===== src/rtl/uart_rx_cmd.sv =====
// UART 8N1 receiver with a small ASCII command parser driving the debug
// register-select address and single-step strobe.
module uart_rx_cmd #(
    parameter int CLKS_PER_BIT = 87
) (
    input  logic       clk,
    input  logic       rstn,
    input  logic       rxd,
    output logic [7:0] rx_data,
    output logic       rx_valid,
    output logic       frame_err,
    output logic [6:0] cmd_addr,
    output logic       cmd_addr_valid,
    output logic       cmd_step,
    output logic       cmd_err
);

    localparam int CW = $clog2(CLKS_PER_BIT);
    localparam logic [CW-1:0] HALF_M1 = CW'(CLKS_PER_BIT / 2 - 1);
    localparam logic [CW-1:0] FULL_M1 = CW'(CLKS_PER_BIT - 1);

    typedef enum logic [2:0] {RX_IDLE, RX_START, RX_DATA, RX_STOP, RX_BREAK} rx_state_t;
    typedef enum logic [1:0] {P_IDLE, P_HI, P_LO} p_state_t;

    rx_state_t      rx_state;
    p_state_t       p_state;
    logic           rx_meta;
    logic           rxs;
    logic [CW-1:0]  cnt;
    logic [2:0]     idx;
    logic [7:0]     shreg;
    logic [2:0]     hi_nib;
    logic           is_hex;
    logic [3:0]     hex_val;

    always_ff @(posedge clk) begin
        if (!rstn) begin
            rx_meta <= 1'b1;
            rxs     <= 1'b1;
        end else begin
            rx_meta <= rxd;
            rxs     <= rx_meta;
        end
    end

    always_ff @(posedge clk) begin
        if (!rstn) begin
            rx_state  <= RX_IDLE;
            cnt       <= '0;
            idx       <= 3'd0;
            shreg     <= 8'h00;
            rx_data   <= 8'h00;
            rx_valid  <= 1'b0;
            frame_err <= 1'b0;
        end else begin
            rx_valid  <= 1'b0;
            frame_err <= 1'b0;
            case (rx_state)
                RX_IDLE: begin
                    cnt <= '0;
                    if (!rxs) rx_state <= RX_START;
                end
                RX_START: begin
                    if (cnt == HALF_M1) begin
                        cnt <= '0;
                        idx <= 3'd0;
                        rx_state <= rxs ? RX_IDLE : RX_DATA;
                    end else begin
                        cnt <= cnt + CW'(1);
                    end
                end
                RX_DATA: begin
                    if (cnt == FULL_M1) begin
                        cnt   <= '0;
                        shreg <= {rxs, shreg[7:1]};
                        if (idx == 3'd7) rx_state <= RX_STOP;
                        else             idx <= idx + 3'd1;
                    end else begin
                        cnt <= cnt + CW'(1);
                    end
                end
                RX_STOP: begin
                    if (cnt == FULL_M1) begin
                        cnt <= '0;
                        if (rxs) begin
                            rx_data  <= shreg;
                            rx_valid <= 1'b1;
                            rx_state <= RX_IDLE;
                        end else begin
                            frame_err <= 1'b1;
                            rx_state  <= RX_BREAK;
                        end
                    end else begin
                        cnt <= cnt + CW'(1);
                    end
                end
                RX_BREAK: begin
                    if (rxs) rx_state <= RX_IDLE;
                end
                default: rx_state <= RX_IDLE;
            endcase
        end
    end

    // Hex digit decode of the byte just received; letters map to 10..15.
    always_comb begin
        is_hex  = 1'b0;
        hex_val = 4'h0;
        if (rx_data >= 8'h30 && rx_data <= 8'h39) begin
            is_hex  = 1'b1;
            hex_val = rx_data[3:0];
        end else if ((rx_data >= 8'h41 && rx_data <= 8'h46) ||
                     (rx_data >= 8'h61 && rx_data <= 8'h66)) begin
            is_hex  = 1'b1;
            hex_val = rx_data[3:0] + 4'd9;
        end
    end

    always_ff @(posedge clk) begin
        if (!rstn) begin
            p_state        <= P_IDLE;
            hi_nib         <= 3'd0;
            cmd_addr       <= 7'd0;
            cmd_addr_valid <= 1'b0;
            cmd_step       <= 1'b0;
            cmd_err        <= 1'b0;
        end else begin
            cmd_addr_valid <= 1'b0;
            cmd_step       <= 1'b0;
            cmd_err        <= 1'b0;
            if (frame_err) begin
                p_state <= P_IDLE;
            end else if (rx_valid) begin
                case (p_state)
                    P_IDLE: begin
                        if (rx_data == 8'h61 || rx_data == 8'h41)
                            p_state <= P_HI;
                        else if (rx_data == 8'h73 || rx_data == 8'h53)
                            cmd_step <= 1'b1;
                        else if (rx_data != 8'h0D && rx_data != 8'h0A && rx_data != 8'h20)
                            cmd_err <= 1'b1;
                    end
                    P_HI: begin
                        if (is_hex && !hex_val[3]) begin
                            hi_nib  <= hex_val[2:0];
                            p_state <= P_LO;
                        end else begin
                            cmd_err <= 1'b1;
                            p_state <= P_IDLE;
                        end
                    end
                    P_LO: begin
                        if (is_hex) begin
                            cmd_addr       <= {hi_nib, hex_val};
                            cmd_addr_valid <= 1'b1;
                        end else begin
                            cmd_err <= 1'b1;
                        end
                        p_state <= P_IDLE;
                    end
                    default: p_state <= P_IDLE;
                endcase
            end
        end
    end

endmodule


===== config.mk =====
export PLATFORM = sky130hd
export DESIGN_NAME = uart_rx_cmd
export DESIGN_NICKNAME = d
export VERILOG_FILES = /design/src/rtl/uart_rx_cmd.sv
export SDC_FILE = /design/constraint.sdc
export NUM_CORES = 1
export LEC_CHECK = 0
export CAP_MARGIN = 25
export CELL_PAD_IN_SITES_DETAIL_PLACEMENT = 0
export CELL_PAD_IN_SITES_GLOBAL_PLACEMENT = 1
export CORE_UTILIZATION = 25
export DETAILED_ROUTE_END_ITERATION = 7
export GPL_TIMING_DRIVEN = 0
export PLACE_DENSITY = 0.62
export SYNTH_ARGS = -nofsm -noshare
export SYNTH_HDL_FRONTEND = slang
export SYNTH_SLANG_ARGS = --single-unit
export TNS_END_PERCENT = 1

===== constraint.sdc =====
create_clock -name clk -period 2.97 [get_ports clk]
set_input_delay 0.594 -clock clk [delete_from_list [all_inputs] [get_ports clk]]
set_output_delay 0.594 -clock clk [all_outputs]
set_load 0.005 [all_outputs]

==> impl_metrics.toml, run 1 <==
[status]
status = "finished, violations left"
violations = "design-rule violations"

[floorplanning]
die_h_um = 97.7
start_util_pct = 26.0
core_area_sq_mm = 0.00881
die_area_sq_mm = 0.00955
die_w_um = 97.7
rows = 34
pin_count = 23

[sta]
finalCritPeriodShare_pct = 72.8
finalHoldViolCount = 0
relSlewSlack_pct = 53.8
fmax_mhz = 462
slew_violations = 0
setup_tns_ps = 0
finalSetupViolations = 0
max_slew.worst_pin.slew_ps = 692
clock_skew_ps = 4.14
fin_crit_ps = 2160
rsz0062_at_grt = "no"

[grt]
grt_pass1_vias = 1711
grt_usage_pct = 11.1
antenna_found_initial = 0
grt.overflow.total = 0
grt_max_degree = 16
grt_pass1_wl_um = 8470

[min_path]
hold_start = "rx_meta"
hold_path_class = "reg -> reg"
whs_endpoint = "rxs"
min_path_cells = 1

[setup_path]
arrival_ps = 2340
crit_family = "buffers and inverters"
start_kind = "input pin"
critPathSlowestCell = "clkdlybuf4s50_1"
r2r_slack_ps = 900
worstSetupPathType = "in -> reg"
crit_buf_inv = 4
crit_chain = "clkdlybuf4s50_1, inv_1, clkbuf_1, clkbuf_1, nor2_1"
reg2reg_depth = 7
r2r_start = "cnt[1]"
path_max_fanout = 10
r2r_end = "cnt[2]"
critPathMaxStageDelay_ps = 630
end_kind = "flip-flop"
required_ps = 3150
path_common_cell = "clkbuf_1"

[routing]
initialDrtViolationCount = 67
vias = 1818
wire_per_inst_um = 12.8
first_pass_iters = 8
drcViolationCount = 4
ant_nets = 0
routed_wl_um = 5040
vias_per_cell = 4.63

[power]
swShare_pct = 23.1
p_sw_mw = 0.255
vdd_drop_max_mv = 0.174
power_density_mw_per_mm2 = 401
p_leak_nw = 1.00
pwr-share-comb_pct = 2.7
power.share.clock_pct = 38.5
power.total_mw = 1.10
power.internal_mw = 0.846
seqPwrFrac_pct = 58.8

[yosys]
syn-cell-area_sq_mm = 0.00229
synth_cell_types = 43
synth_enable_flop_cells = 0
synth_top_flop_cell = "dfxtp_1"
ys_top_cells_by_area = "dfxtp_1, mux2i_1, nor2_1"
synth_seq_cells = 48
syn_inst = 255
synth_top_area_cell = "dfxtp_1"
synth_top_area_share_pct = 41.9
synth-async-reset-ratio_pct = 0
ys_seq_area_share_pct = 41.9
postSynthAreaPerCell_sq_um = 8.98
synth_most_common_cell = "dfxtp_1"
ys_warn_count = 0
netlist_top_cells_count = "dfxtp_1, nor2_1, nand2_1"
synth_fp_nets = 266

[clock_network]
cts_hold_buffers = 0
clk_latency_ps = 300
post_cts_resize_count = 0
clockBufferDepth = 2
cts.sinks = 48
cts_setup_buffers = 0
cts_buffers = 5
cts-root-buf = "clkbuf_8"
cts_tree = "yes"
clk_pin_slew_worst_paths_ps = 90
cts_max_level = 2

[final_layout]
layout.nets = 295
fin_area_sq_mm = 0.00274
final_layout_size_suffix_gt1_share_pct = 6.67
n_antenna_cell = 0
fillCellCount = 933
area_growth_syn_to_layout_pct = 19.7

[placed_design]
port_buffers = 22
place_congestion = 0.738
placed_cell_area_sq_mm = 0.00265
dp_hpwl_um = 3640

[job]
maxCapViolCount = 0
## cells by family after synthesis
kind of cell / count (synthesis) / share of synthesized area (%)
flip-flops: 48 / 41.9
buffers and inverters: 19 / 3.60
AND/OR/NAND/NOR: 114 / 27.6
adder cells (fa/ha/maj): 8 / 4.37
XOR/XNOR: 1 / 0.382
multiplexers: 21 / 9.18
AO/OA/AOI/OAI: 44 / 12.9
## cell usage in the layout, fill, tap and decap left out, types with 2 or more instances in the layout
cell type        instances
a211oi_2                 2
a21oi_1                 14
a22oi_1                  4
a31oi_1                  2
and3_1                   2
buf_2                    3
clkbuf_1                 9
clkbuf_8                 6
clkdlybuf4s50_1         22
dfxtp_1                 48
ha_1                     8
inv_1                    6
mux2i_1                 21
nand2_1                 28
nand2b_1                 7
nand3_1                  6
nand3b_1                 4
nor2_1                  31
nor3_1                   8
nor3b_1                  5
nor4_1                   2
nor4_4                   2
nor4b_1                  4
o21a_1                   3
o21ai_0                  7
o21ai_1                  3
o22ai_1                  2
or3_1                    4
or4_1                    3
or4b_1                   2
## how the worst max path moves through the flow
stage | start | endpoint | cells after the start
floorplan | cnt[0] | rx_data[2] | 8
global placement | rstn | rx_valid | 5
detailed placement | rstn | cmd_addr_valid | 5
CTS | rstn | rx_valid | 5
global route | rstn | rx_data[7] | 5
finish | rstn | rx_valid | 5
## worst register-to-register path, cell delays in order, from the launching register on
cell and delay [ps]:
dfxtp_1 400, ha_1 210, and4bb_1 220, nand3_1 180, a22oi_1 320, buf_2 260
nor3_1 70, a311o_1 310
## state kept, by name, summed over array words and instances, names as in the netlist, 2 cells and up
name	count
idx	3
hi_nib	3
rx_data	8
cmd_addr	7
cnt	7
rx_state	3
p_state	2
shreg	8
## metal layers
layer,vias to the layer above,share of wire (%),global-route usage (%)
li1,963,-,-
met1,831,52,14.9
met2,19,44,17.7
met3,5,2.7,2.30
met4,0,0.99,3.50
met5,-,0,0
## power groups by stage
stage          sequential, mW  combinational, mW  clock [mW]
6_report                0.647             0.0294       0.424
5_1_grt                 0.648             0.0332       0.465
4_1_cts                 0.648             0.0299       0.445
3_5_place_dp            0.663             0.0299           0
3_3_place_gp            0.663             0.0297           0
2_1_floorplan           0.662             0.0181           0
## layout make-up
class | instances | area (sq um) | area share [%]
clock inverter | 2 | 13.8 | 0.502
inverter | 6 | 22.5 | 0.821
timing repair buffer | 22 | 220 | 8.03
clock buffer | 6 | 82.6 | 3.01
sequential | 48 | 961 | 35.0
buffer | 13 | 60.1 | 2.19
multi-input combinational | 188 | 1250 | 45.5
tap | 108 | 135 | 4.93
## per-stage QoR
step | util (%) | worst slack [ps] | std cells | hold WS, ps
after global routing | 31.1 | 603 | 393 | 450
after floorplan | - | 1150 | 255 | 386
after global placement | 30.1 | 476 | 385 | 392
final | 31.1 | 807 | 393 | 412
after detailed placement | 30.1 | 422 | 385 | 391
after CTS | 31.1 | 765 | 393 | 413
(Power assumes the default switching activity.)
==> inputs of run 2 (changes only) <==
==> constraint.sdc (replaced) <==
create_clock -name clk -period 2.1 [get_ports clk]
set_input_delay 0.42 -clock clk [delete_from_list [all_inputs] [get_ports clk]]
set_output_delay 0.42 -clock clk [all_outputs]
set_load 0.005 [all_outputs]
==> impl_metrics.toml, run 2 (synthesized netlist as in run 1, its figures left out) <==
[min_path]
hold_path_class = "reg -> reg"

[final_layout]
top_regs = "rx_data x8, shreg x8"
fin_area_sq_mm = 0.00278
multi_input_area_sq_mm = 0.00127
area_growth_syn_to_layout_pct = 21.4
register_area_sq_um = 963
final_common_cell = "dfxtp_1"
n_antenna_cell = 0
final_cell_mix = "dfxtp_1, nor2_1, nand2_1"
fillCellCount = 927
final_layout_size_suffix_gt1_share_pct = 9.79
layout.nets = 296

[routing]
first_pass_iters = 8
wire_per_inst_um = 12.8
vias = 1851
initialDrtViolationCount = 63
routed_wl_um = 5040
vias_per_cell = 4.70
drcViolationCount = 4
ant_nets = 0

[setup_path]
crit_family = "simple AND/OR/NAND/NOR gates"
arrival_ps = 2170
end_kind = "flip-flop"
critPathMaxStageDelay_ps = 480
crit_buf_inv = 2
critPathSlowestCell = "or4b_1"
path_max_fanout = 9
r2r_slack_ps = 110
crit_chain = "inv_1, ha_1, and4bb_1, nand3_2, or4b_1, buf_4, mux2i_1, nor2_1"
start_kind = "flip-flop"
worstSetupPathType = "reg -> reg"
required_ps = 2280

[power]
p_leak_nw = 1.02
power.total_mw = 1.56
pwr-share-comb_pct = 2.7
seqPwrFrac_pct = 58.8
power.share.clock_pct = 38.5
power_density_mw_per_mm2 = 560
p_sw_mw = 0.360
vdd_drop_max_mv = 0.246
power.internal_mw = 1.20
swShare_pct = 23.1

[clock_network]
clk_latency_ps = 300
cts_tree = "yes"
cts_hold_buffers = 0
clk_pin_slew_worst_paths_ps = 90
clockBufferDepth = 2
cts_buffers = 5
cts_max_level = 2
cts-root-buf = "clkbuf_8"
cts.sinks = 48

[floorplanning]
rows = 34
pin_count = 23
die_area_sq_mm = 0.00955
core_area_sq_mm = 0.00881
die_w_um = 97.7
start_util_pct = 26.0
die_h_um = 97.7

[sta]
finalHoldViolCount = 0
relSlewSlack_pct = 55.0
holdWs_ps = 411
slew_violations = 0
max_slew.worst_pin.slew_ps = 674
clock_skew_ps = 3.34
rsz0062_at_grt = "yes"
finalSetupViolations = 0
fin_crit_ps = 1990
fmax_mhz = 503
finalCritPeriodShare_pct = 94.6

[grt]
grt_pass1_wl_um = 8470
grt_max_degree = 16
grt_pass1_vias = 1711
grt.overflow.total = 0
antenna_found_initial = 0
grt_usage_pct = 11.1

[placed_design]
dp_hpwl_um = 3640
port_buffers = 22
place_congestion = 0.738
placed_cell_area_sq_mm = 0.00265

[status]
violations = "design-rule violations"
status = "finished, violations left"

[job]
maxCapViolCount = 0
==> run 2: layout make-up <==
| cell class | count | share of cell area [%] |
|---|---|---|
| flip-flops and latches | 48 | 34.7 |
| clock buffers | 6 | 2.97 |
| well taps | 108 | 4.86 |
| clock inverters | 2 | 0.495 |
| multi-input cells | 188 | 45.7 |
| repair buffers | 23 | 8.19 |
| inverters | 6 | 0.810 |
| plain buffers | 13 | 2.30 |
==> run 2: routing by layer <==
layer  global-route usage (%)  wire length [um]
met1                     14.9              2560
met2                     17.7              2240
met3                     2.30               196
met4                     3.50                49
met5                        0                 0
==> run 2: worst register-to-register path, stage by stage, from the launching register on <==
cell and delay [ps]:
dfxtp_1 360, inv_1 70, ha_1 180, and4bb_1 240, nand3_2 140, or4b_1 480, buf_4 200, mux2i_1 150
nor2_1 50
==> run 2: power by group through the flow <==
stage / logic [mW] / registers [mW] / clock network (mW)
2_1_floorplan: 0.0256 / 0.936 / 0
5_1_grt: 0.0479 / 0.917 / 0.658
3_5_place_dp: 0.0423 / 0.937 / 0
3_3_place_gp: 0.0420 / 0.937 / 0
4_1_cts: 0.0423 / 0.916 / 0.629
6_report: 0.0421 / 0.916 / 0.599
==> run 2: stage by stage <==
step / TNS (ps) / setup WS (ps) / std cells / util (%)
2_1_floorplan: 0 / 276 / 255 / -
3_3_place_gp: -2100 / -220 / 385 / 30.1
3_5_place_dp: -2640 / -274 / 385 / 30.1
4_1_cts: 0 / 16.6 / 393 / 31.1
5_1_grt: -11.0 / -7.81 / 394 / 31.6
6_report: 0 / 113 / 394 / 31.6
==> run 2: worst paths after layout <==
check	startpoint	to	cells after the start
worst min register to register	rx_meta	rxs	1
worst max-delay path	cnt[0]	rx_data[3]	8
worst max register to register	cnt[0]	rx_data[3]	8
worst min-delay path	rx_meta	rxs	1
==> run 2: what timing repair did <==
action	in CTS	in global routing
setup endpoints to repair	0	27
setup buffers	0	1
gates resized for setup	0	11
==> inputs of run 3 (changes only) <==
--- a/config.mk
+++ b/config.mk
@@ -9,6 +9,7 @@
 export CELL_PAD_IN_SITES_DETAIL_PLACEMENT = 0
 export CELL_PAD_IN_SITES_GLOBAL_PLACEMENT = 1
 export CORE_UTILIZATION = 25
+export CTS_CLUSTER_SIZE = 14
 export DETAILED_ROUTE_END_ITERATION = 7
 export GPL_TIMING_DRIVEN = 0
 export PLACE_DENSITY = 0.62
==> results of run 3 <==
Final layout, timing and power as in run 2 (identical DEF).
